==> src/rtl/tt_um_jimktrains_vslc_stack_shifter.sv <==
// ---------------------------------------------------------------------------
// tt_um_jimktrains_vslc_stack_shifter
//
// Output stage for the VSLC core. On each scan-cycle trigger it captures the
// executor's stack/output word. It shifts that word MSB-first into an external
// 74HC595-style chain, then pulses the storage latch so that all external
// outputs update together.
//
// Optional feature macro: VSLC_STACK_SHIFT_READBACK_EN
//   When defined, the bit returned from the end of the chain (sr_din) is
//   sampled on every SCK rising edge. The assembled word is published on
//   readback in the done cycle.
//   When undefined, readback is tied to 0 and sr_din is ignored.
//   The port list is the same in both builds.
//
// Ports
//   clk       in   system clock, posedge
//   rst       in   synchronous active-high reset
//   clk_div   in   [7:0] SCK phase length minus one, captured at transfer start
//   trigger   in   scan-cycle clock; a rising edge requests a transfer
//   data_in   in   [WIDTH-1:0] word to ship, captured on the accepted edge
//   sr_din    in   serial data returned from the end of the chain
//   sr_data   out  serial data to the chain
//   sr_clk    out  shift clock to the chain
//   sr_latch  out  storage-register latch strobe
//   busy      out  transfer in progress (SETUP/HIGH/LATCH)
//   done      out  single-cycle pulse on the last LATCH cycle
//   overrun   out  sticky; a trigger edge arrived while busy
//   readback  out  [WIDTH-1:0] last word shifted out of the chain
//
// Handshake: trigger is a request with no ready. An edge is accepted only in
// IDLE. An edge in any other state is dropped and recorded in overrun. This
// includes an edge in the done cycle.
// ---------------------------------------------------------------------------
module tt_um_jimktrains_vslc_stack_shifter #(
  parameter int WIDTH = 16,
  parameter int CNT_W = 5
) (
  input  logic             clk,
  input  logic             rst,
  input  logic [7:0]       clk_div,
  input  logic             trigger,
  input  logic [WIDTH-1:0] data_in,
  input  logic             sr_din,
  output logic             sr_data,
  output logic             sr_clk,
  output logic             sr_latch,
  output logic             busy,
  output logic             done,
  output logic             overrun,
  output logic [WIDTH-1:0] readback
);

  typedef enum logic [1:0] {
    IDLE  = 2'd0,
    SETUP = 2'd1,
    HIGH  = 2'd2,
    LATCH = 2'd3
  } state_t;

  state_t           state;
  state_t           state_next;
  logic             trig_q;
  logic             trig_prev;
  logic             trig_edge;
  logic             phase_end;
  logic [WIDTH-1:0] shadow;
  logic [7:0]       div;
  logic [7:0]       ph_cnt;
  logic [CNT_W-1:0] bit_cnt;

  assign trig_edge = trig_q & ~trig_prev;
  // Every phase (SETUP, HIGH, LATCH) lasts div+1 cycles.
  assign phase_end = (ph_cnt == div);

  always_comb begin
    state_next = state;
    sr_clk     = 1'b0;
    sr_data    = 1'b0;
    sr_latch   = 1'b0;
    done       = 1'b0;
    busy       = (state != IDLE);
    case (state)
      IDLE: begin
        if (trig_edge) state_next = SETUP;
      end
      SETUP: begin
        sr_data = shadow[WIDTH-1];
        if (phase_end) state_next = HIGH;
      end
      HIGH: begin
        sr_clk  = 1'b1;
        // shadow only shifts when leaving HIGH, so the data bit holds across the rise.
        sr_data = shadow[WIDTH-1];
        if (phase_end) state_next = (bit_cnt == '0) ? LATCH : SETUP;
      end
      LATCH: begin
        sr_latch = 1'b1;
        if (phase_end) begin
          done       = 1'b1;
          state_next = IDLE;
        end
      end
      default: state_next = IDLE;
    endcase
  end

  always_ff @(posedge clk) begin
    if (rst) begin
      state     <= IDLE;
      trig_q    <= 1'b0;
      trig_prev <= 1'b0;
      overrun   <= 1'b0;
      shadow    <= '0;
      div       <= '0;
      ph_cnt    <= '0;
      bit_cnt   <= '0;
    end else begin
      state     <= state_next;
      trig_q    <= trigger;
      trig_prev <= trig_q;
      if (trig_edge && (state != IDLE)) overrun <= 1'b1;
      case (state)
        IDLE: begin
          if (trig_edge) begin
            shadow  <= data_in;
            div     <= clk_div;
            bit_cnt <= CNT_W'(WIDTH - 1);
            ph_cnt  <= '0;
          end
        end
        default: begin
          // ph_cnt restarts at each phase boundary, so it never runs past div.
          if (phase_end) ph_cnt <= '0;
          else           ph_cnt <= ph_cnt + 8'd1;
          if ((state == HIGH) && phase_end) begin
            shadow <= {shadow[WIDTH-2:0], 1'b0};
            if (bit_cnt != '0) bit_cnt <= bit_cnt - 1'b1;
          end
        end
      endcase
    end
  end

`ifdef VSLC_STACK_SHIFT_READBACK_EN
  logic [WIDTH-1:0] rb_shift;

  // Sample on the SETUP->HIGH transition. That is the chain's SCK rising edge,
  // so the bit taken is the chain tail before it shifts.
  always_ff @(posedge clk) begin
    if (rst) begin
      rb_shift <= '0;
      readback <= '0;
    end else begin
      if ((state == SETUP) && phase_end) rb_shift <= {rb_shift[WIDTH-2:0], sr_din};
      if (done) readback <= rb_shift;
    end
  end
`else
  logic unused_sr_din;
  assign unused_sr_din = sr_din;
  assign readback      = '0;
`endif

endmodule

==> config.mk <==
export PLATFORM = sky130hd
export DESIGN_NAME = tt_um_jimktrains_vslc_stack_shifter
export DESIGN_NICKNAME = d
export VERILOG_FILES = /design/src/rtl/tt_um_jimktrains_vslc_stack_shifter.sv
export SDC_FILE = /design/constraint.sdc
export NUM_CORES = 1
export LEC_CHECK = 0
export ABC_AREA = 1
export CAP_MARGIN = 25
export CORE_ASPECT_RATIO = 1.75
export CORE_MARGIN = 4
export CORE_UTILIZATION = 55
export CTS_BUF_LIST = sky130_fd_sc_hd__clkbuf_16
export CTS_CLUSTER_SIZE = 8
export DETAILED_ROUTE_END_ITERATION = 16
export GPL_TIMING_DRIVEN = 0
export HOLD_SLACK_MARGIN = 0.15
export PLACE_DENSITY_LB_ADDON = 0.25
export SLEW_MARGIN = 20
export SYNTH_ARGS = -nofsm -noshare
export SYNTH_HDL_FRONTEND = slang
export SYNTH_SLANG_ARGS = --single-unit
==> constraint.sdc <==
create_clock -name clk -period 3.9 [get_ports clk]
set_input_delay 0.78 -clock clk [delete_from_list [all_inputs] [get_ports clk]]
set_output_delay 0.78 -clock clk [all_outputs]
set_load 0.05 [all_outputs]
==> out/results.ini, run 1 <==
[sta]
slew_viol_final=0
layout_setup_ws_ps=720.8
fin_crit_ps=3179
setup_viol=0
hold_viol_final=0
fmaxAchievable_mhz=314.5
rsz0062_at_grt=false
max_slew.worst_pin.slew_ps=594.4
tns_ps=0
whs_ps=450.8
fin_crit_sh=0.8152
skew_ps=5.329
relSlewSlack=0.6038

[floorplan]
die-area_mm2=0.005585
core_mm2=0.004189
row_count=31
ios=50
die_h_um=95.91
die_w_um=58.23
start_util=0.5797

[logic_synthesis]
yosys.area.top_type=dfxtp_1
synth_fa_ha_area_frac=0.03091
async_flop_share=0
synth_top_family_by_area=simple AND/OR/NAND/NOR gates
avgSynthCellArea_um2=7.143
yosys.area_share.simple=0.2746
synth.distinct_cells=30
synth_common_cells=nand2_1, inv_1, dfxtp_1
synth_flop_cell=dfxtp_1
synth_area_mm2=0.002429
synth_seq_area_share=0.3462
synth_compound_area_frac=0.1587
syn_inst=340
synth_edf_count=0
yosysMostFrequentCell=nand2_1
synth_top_area_frac=0.3462
synthMuxAreaShare=0.008243
synth_xor_xnor_area_share=0.01443
synthTopCellsByArea=dfxtp_1, nand2_1, inv_1, a21oi_1, buf_4
ys_seq_elements=42
yosysWarnings=0

[final_layout]
postLayoutCoreUtil=0.7171
final_area_mm2=0.003004
final_cells=444
n_antenna_cell=0
drive_above_1_share=0.1443
areaGrowthSynthToFinish_pct=23.70
nets=428

[routing]
dr.pass1.iters=4
via_count=2234
wl_per_cell_um=12.07
drcViolationCount=0
antenna_left=0
drtIter0Drc=70
routed_wl_mm=5.358
viasPerCell=5.032

[clocking]
cts.sinks=42
root_buffer=clkbuf_16
numCtsBuffers=5
cts_hold_buf=0
cts_resized=0
cts_setup_buffers=0
path_clk_slew_ps=60
clk_latency_ps=280
ctsHtreeMaxLevel=2
clock_path_buffers=2
cts_tree=done

[placed_design]
gp_congestion=0.8298
dp.cells=436
place_hpwl_mm=3.979
pre_cts_ws_ps=1022
port-buffer-count=32
placedInstanceArea_mm2=0.002867

[power_and_ir_drop]
p_sw_frac=0.4366
power_switching_mw=0.8841
power.density_mw_per_mm2=674.1
p_int_mw=1.141
clockPowerShare=0.196
total_power_mw=2.025
p_leak_nw=1.326
seq_power_share=0.290
pwr-share-comb=0.514
peakVddDrop_mv=0.4962

[worst_setup_path]
r2r-start=state[1]
critPathArrivalTime_ps=2400
worstSetupStartpointType=flop
worstPathRequired_ps=3120
end_kind=output pin
startpoint=state[1]
path_class=reg -> out
cp_max_fo=10

[worst_hold_path]
min_from=shadow[7]
hold_path.class=reg -> reg

[outcome]
status=finished clean

[global_routing]
grt_pass1_wl_mm=9.101
grt_pass1_vias=2156
antenna_found_initial=0
overflow=0
grt_usage=0.2109
grt_max_degree=13

[job]
drv_cap=0

-- cell families after synthesis --
family	count (synthesis)
XOR/XNOR	4
other	1
adder cells (fa/ha/maj)	6
flip-flops	42
buffers and inverters	81
AND/OR/NAND/NOR	139
AO/OA/AOI/OAI	65
multiplexers	2
-- power by group through the flow --
stage | registers (mW) | logic (mW) | clock network (mW)
5_1_grt | 0.597 | 1.16 | 0.420
3_5_place_dp | 0.595 | 1.04 | 0
6_report | 0.587 | 1.04 | 0.397
4_1_cts | 0.587 | 1.05 | 0.400
3_3_place_gp | 0.592 | 1.02 | 0
2_1_floorplan | 0.590 | 0.829 | 0
-- registers in the layout, summed over array words and instances, names as in the netlist --
signal / count
trig_prev: 1
ph_cnt: 8
trig_q: 1
bit_cnt: 5
state: 2
overrun: 1
shadow: 16
div: 8
-- cell usage in the layout (no fill, tap or decap), types with 2 or more instances in the layout --
cell type        count
buf_2                3
clkbuf_1             7
nor2_2               2
buf_6                2
clkbuf_16            5
inv_1               49
nand3_1             22
nand2_1             65
inv_2                2
a21oi_1             34
ha_1                 6
nor3_1               2
nand4_1              8
o21ai_0             16
xnor2_1              4
nand3_2              6
mux2i_1              2
buf_4               18
clkdlybuf4s50_1     32
conb_1              16
dfxtp_1             42
a21oi_2             12
nor2_1              28
nand2_8              2
-- final timing paths --
path / to / slack (ps) / cells after the start
worst max register to register: bit_cnt[0] / 1950 / 10
worst max-delay path: busy / 720 / 6
worst min register to register: shadow[7] / 450 / 2
worst min-delay path: shadow[7] / 450 / 2
-- worst max-delay path: stages, from the launching register on --
cell and delay (ps):
dfxtp_1 430, inv_1 100, ha_1 190, buf_4 170, inv_2 140, buf_2 260
clkdlybuf4s50_1 840
-- metal layers --
metal	global-route usage	part of all wire	wire length [um]	vias to the layer above
li1	-	-	-	1156
met1	0.2070	0.38	2040	1011
met2	0.4113	0.55	2957	56
met3	0.03087	0.040	215	11
met4	0.1083	0.027	145	0
met5	0	0	0	-
-- cell type report --
cell class,count,area [um2]
multi-input cells,232,1242
fillers,369,1185
flip-flops and latches,42,840.8
repair buffers,32,320.3
plain buffers,31,214.0
inverters,50,187.7
clock buffers,5,125.1
well taps,49,61.31
clock inverters,3,12.51
Power figures use the tool's default switching activity.
==> inputs of run 2 (changes only) <==
--- a/config.mk
+++ b/config.mk
@@ -9,7 +9,7 @@
 export CAP_MARGIN = 25
 export CORE_ASPECT_RATIO = 1.75
 export CORE_MARGIN = 4
-export CORE_UTILIZATION = 55
+export CORE_UTILIZATION = 51
 export CTS_BUF_LIST = sky130_fd_sc_hd__clkbuf_16
 export CTS_CLUSTER_SIZE = 8
 export DETAILED_ROUTE_END_ITERATION = 16
==> constraint.sdc (replaced) <==
create_clock -name clk -period 3.15 [get_ports clk]
set_input_delay 0.63 -clock clk [delete_from_list [all_inputs] [get_ports clk]]
set_output_delay 0.63 -clock clk [all_outputs]
set_load 0.05 [all_outputs]
==> out/results.ini, run 2 (synthesized netlist as in run 1, its figures left out) <==
[outcome]
status=finished clean

[sta]
max_slew.worst_pin.slew_ps=522.1  ; -72.30 ps
fin_crit_ps=3027
fmaxAchievable_mhz=330.4
hold_viol_final=0  ; unchanged
fin_crit_sh=0.9610
relSlewSlack=0.6520  ; +0.04820
slew_viol_final=0  ; unchanged
tns_ps=0  ; unchanged
rsz0062_at_grt=false
skew_ps=5.091  ; -0.2377 ps
setup_viol=0  ; unchanged

[final_layout]
reg_top3=shadow: 16 flops, div: 8 flops, ph_cnt: 8 flops
regArea_um2=840.8  ; unchanged
postLayoutCoreUtil=0.6441  ; -0.07300
drive_above_1_share=0.1472  ; +0.002904
fillers=431  ; +17%
largest_reg_flops=16  ; unchanged
final_common_cell=nand2_1
areaGrowthSynthToFinish_pct=23.75  ; about the same
top_register=shadow
nets=428  ; unchanged
n_antenna_cell=0  ; unchanged
multi_input_area_mm2=0.001242  ; unchanged
final_cell_mix=nand2_1, inv_1, dfxtp_1

[worst_setup_path]
critPathTopFamily=buffers and inverters
cp_cell_sequence=inv_1 -> ha_1 -> buf_4 -> inv_2 -> buf_2 -> clkdlybuf4s50_1
path_depth=6  ; unchanged
worstPathRequired_ps=2520  ; -600 ps
cp_max_fo=10  ; unchanged
reg2regPathDepth=10  ; unchanged
critPathArrivalTime_ps=2400  ; about the same
end_kind=output pin
crit_buf_inv=5  ; unchanged
cp_slowest_stage_delay_ps=840  ; about the same
critical_path.slowest_cell=clkdlybuf4s50_1
worstSetupStartpointType=flop
path_class=reg -> out

[placed_design]
gp_congestion=0.8455  ; +1.9%
place_hpwl_mm=3.987  ; +0.21%
port-buffer-count=32  ; unchanged

[floorplan]
core_mm2=0.004666  ; +11%
ios=50  ; unchanged
start_util=0.5205  ; -0.05923
die-area_mm2=0.005973  ; +7.0%
row_count=33  ; +6.5%
die_h_um=99.29  ; +3.5%
die_w_um=60.17  ; +3.3%

[clocking]
ctsHtreeMaxLevel=2  ; unchanged
cts.sinks=42  ; unchanged
cts_resized=0  ; unchanged
root_buffer=clkbuf_16
cts_hold_buf=0  ; unchanged
path_clk_slew_ps=60  ; about the same
clock_path_buffers=2  ; unchanged
cts_setup_buffers=0  ; unchanged
cts_tree=done
numCtsBuffers=5  ; unchanged
clk_latency_ps=280  ; about the same

[worst_hold_path]
hold_path_depth=2  ; unchanged
hold_path.class=reg -> reg

[global_routing]
overflow=0  ; unchanged
grt_usage=0.1809  ; -0.02994
busiest_layer=met2
use_met3=0.03506  ; +0.004192
grt_pass1_vias=2024  ; -6.1%
grtUsageMet1=0.1628  ; -0.04421
grt_max_degree=13  ; unchanged
grt.met2_usage=0.3625  ; -0.04882
antenna_found_initial=0  ; unchanged
grt_pass1_wl_mm=8.321  ; -8.6%

[routing]
drcViolationCount=0  ; unchanged
dr.pass1.iters=4  ; unchanged
wl_per_cell_um=11.92  ; -1.2%
viasPerCell=4.926  ; -2.1%
via_count=2197  ; -1.7%
antenna_left=0  ; unchanged
routed_wl_mm=5.317  ; -0.77%
drtIter0Drc=64  ; -8.6%

[power_and_ir_drop]
total_power_mw=2.510  ; +24%
p_leak_nw=1.323  ; -0.22%
peakVddDrop_mv=0.5682  ; +15%
power.density_mw_per_mm2=835.0  ; +24%

[job]
drv_cap=0  ; unchanged

==> run 2: worst paths after layout <==
kind	from	endpoint	slack, ps
max	state[1]	busy	120
min	shadow[6]	shadow[6]	450
min reg2reg	shadow[6]	shadow[6]	450
max reg2reg	state[1]	bit_cnt[2]	1200
==> run 2: cell type report <==
cell class / instances / area share
buffer: 31 / 0.07119
clock buffer: 5 / 0.04163
multi-input combinational: 232 / 0.4134
timing repair buffer: 32 / 0.1066
tap: 52 / 0.02165
inverter: 50 / 0.06245
sequential: 42 / 0.2798
clock inverter: 2 / 0.003331
==> run 2: per-stage QoR <==
step	hold WS, ps	instance area, um2	worst slack (ps)	cells
6_report	454.2	3005	123.0	446
5_1_grt	474.8	3005	33.61	446
4_1_cts	456.4	3005	139.3	446
3_5_place_dp	447.9	2870	440.9	439
3_3_place_gp	436.7	2870	491.6	439
2_1_floorplan	427.4	2485	885.7	355
==> run 2: worst reg2reg max path: stages (launching register included) <==
cell and delay [ps]:
dfxtp_1 430, inv_1 90, ha_1 190, buf_4 170, inv_2 140, buf_2 260, nand3_1 230, nand3_2 180
nand2_1 70, inv_1 60, nor2_1 40
==> run 2: power by group <==
group | internal (mW) | switching, mW
Clock | 0.286 | 0.196
Combinational | 0.456 | 0.843
Sequential | 0.670 | 0.0592
==> run 2: routing by layer <==
metal / vias to the layer above / part of all wire
met5: - / 0
met4: 0 / 0.018
met3: 8 / 0.035
met2: 37 / 0.56
met1: 994 / 0.38
li1: 1158 / -
==> inputs of run 3 (changes only) <==
--- a/config.mk
+++ b/config.mk
@@ -6,10 +6,12 @@
 export NUM_CORES = 1
 export LEC_CHECK = 0
 export ABC_AREA = 1
-export CAP_MARGIN = 25
+export CAP_MARGIN = 20
+export CELL_PAD_IN_SITES_DETAIL_PLACEMENT = 2
+export CELL_PAD_IN_SITES_GLOBAL_PLACEMENT = 2
 export CORE_ASPECT_RATIO = 1.75
 export CORE_MARGIN = 4
-export CORE_UTILIZATION = 51
+export CORE_UTILIZATION = 28
 export CTS_BUF_LIST = sky130_fd_sc_hd__clkbuf_16
 export CTS_CLUSTER_SIZE = 8
 export DETAILED_ROUTE_END_ITERATION = 16
==> out/results.ini, run 3 (synthesized netlist as in run 1, its figures left out) <==
[routing]
routed_wl_mm=7.096  ; +33%
antenna_left=0  ; unchanged
via_count=2336  ; +6.3%
drcViolationCount=0  ; unchanged
wl_per_cell_um=13.91  ; +17%
dr.pass1.iters=4  ; unchanged
viasPerCell=4.580  ; -7.0%
drtIter0Drc=48  ; -25%

[floorplan]
core_mm2=0.008368  ; +79%
ios=50  ; unchanged
die-area_mm2=0.01029  ; +72%
die_w_um=78.40  ; +30%
start_util=0.2902  ; -0.2303
die_h_um=131.2  ; +32%
row_count=44  ; +33%

[sta]
relSlewSlack=0.5813  ; -0.07061
slew_viol_final=0  ; unchanged
max_slew.worst_pin.slew_ps=628.0  ; +105.9 ps
tns_ps=0  ; unchanged
whs_ps=457.5  ; +3.267 ps
rsz0062_at_grt=false
skew_ps=3.157  ; -1.934 ps
fin_crit_sh=0.8824  ; -0.07856
fmaxAchievable_mhz=359.8  ; +8.9%
setup_viol=0  ; unchanged
hold_viol_final=0  ; unchanged
fin_crit_ps=2780  ; -247.5 ps

[worst_hold_path]
hold_path.class=reg -> reg

[global_routing]
grt_usage=0.1480  ; -0.03290
overflow=0  ; unchanged
grt_pass1_vias=2519  ; +24%
grt_max_degree=13  ; unchanged
antenna_found_initial=0  ; unchanged
grt_pass1_wl_mm=12.11  ; +46%

[clocking]
root_buffer=clkbuf_16
clock_path_buffers=2  ; unchanged
clk_latency_ps=280  ; about the same
path_clk_slew_ps=60  ; about the same
cts_tree=done
numCtsBuffers=5  ; unchanged
cts_setup_buffers=0  ; unchanged
ctsHtreeMaxLevel=2  ; unchanged
cts.sinks=42  ; unchanged

[final_layout]
reg_top3=shadow: 16 flops, div: 8 flops, ph_cnt: 8 flops
final_area_mm2=0.003088  ; +2.7%
n_antenna_cell=0  ; unchanged
largest_reg_flops=16  ; unchanged
top_register=shadow
drive_above_1_share=0.1418  ; -0.005436
final_common_cell=nand2_1
postLayoutCoreUtil=0.3690  ; -0.2751
final_cell_mix=nand2_1, inv_1, dfxtp_1
areaGrowthSynthToFinish_pct=27.15
nets=428  ; unchanged

[worst_setup_path]
cp_max_fo=9  ; -1
worstSetupStartpointType=flop
critPathArrivalTime_ps=2150  ; -250 ps
worstPathRequired_ps=2520  ; about the same
path_class=reg -> out
end_kind=output pin

[outcome]
status=finished clean

[placed_design]
placedInstanceArea_mm2=0.002949  ; +2.7%
place_hpwl_mm=5.453  ; +37%
port-buffer-count=32  ; unchanged
gp_congestion=0.7547  ; -11%

[power_and_ir_drop]
peakVddDrop_mv=0.3241  ; -43%
p_leak_nw=1.334  ; +0.86%
total_power_mw=2.570  ; +2.4%
power.density_mw_per_mm2=832.2  ; -0.33%

[job]
drv_cap=0  ; unchanged

[run 3: changes by cell type in the layout (fill, tap and decap cells not counted), sizes merged]
cell	before	now
clkdlybuf4s50	32	31
clkinv	2	3
dlymetal6s2s	0	1
[run 3: worst paths after layout]
path         depth (start not counted)  slack (ps)    endpoint       from
max                                  6         370        done  ph_cnt[6]
min                                  2         460   shadow[2]  shadow[2]
max reg2reg                         10        1130  bit_cnt[1]   state[1]
min reg2reg                          2         460   shadow[2]  shadow[2]
[run 3: layout make-up]
| class | instances | area [um2] |
|---|---|---|
| well taps | 115 | 143.9 |
| inverters | 50 | 187.7 |
| flip-flops and latches | 42 | 840.8 |
| multi-input cells | 232 | 1242 |
| fillers | 1051 | 5280 |
| clock inverters | 3 | 11.26 |
| repair buffers | 32 | 322.8 |
| clock buffers | 5 | 125.1 |
| plain buffers | 31 | 214.0 |
[run 3: stage by stage]
stage | worst slack (ps) | instances
floorplan | 885.7 | 355
global placement | 434.8 | 502
detailed placement | 380.8 | 502
CTS | 76.47 | 510
global route | 189.4 | 510
finish | 370.4 | 510
[run 3: timing repair]
action / in CTS / in global routing
resized for setup: 0 / 1
hold buffers: 0 / 0
setup endpoints to repair: 0 / 1
[run 3: critical path, cell delays in order (launching register included)]
cell and delay (ps):
dfxtp_1 410, xnor2_1 140, nand2_1 90, nor2_2 160
nand2_4 140, nor2_1 110, clkdlybuf4s50_1 810
[run 3: routing by layer]
| metal | wire [um] | track usage | share of wire |
|---|---|---|---|
| met2 | 4226 | 0.2987 | 0.60 |
| met5 | 0 | 0 | 0 |
| met3 | 182 | 0.02329 | 0.026 |
| met4 | 115 | 0.04961 | 0.016 |
| met1 | 2572 | 0.1468 | 0.36 |
[run 3: report_power, final]
group          total [mW]  internal, mW  switching (mW)  leakage (nW)
combinational        1.35         0.457           0.893         0.923
clock               0.492         0.286           0.206        0.0663
sequential          0.728         0.670          0.0588         0.344
total                2.57          1.41            1.16          1.33
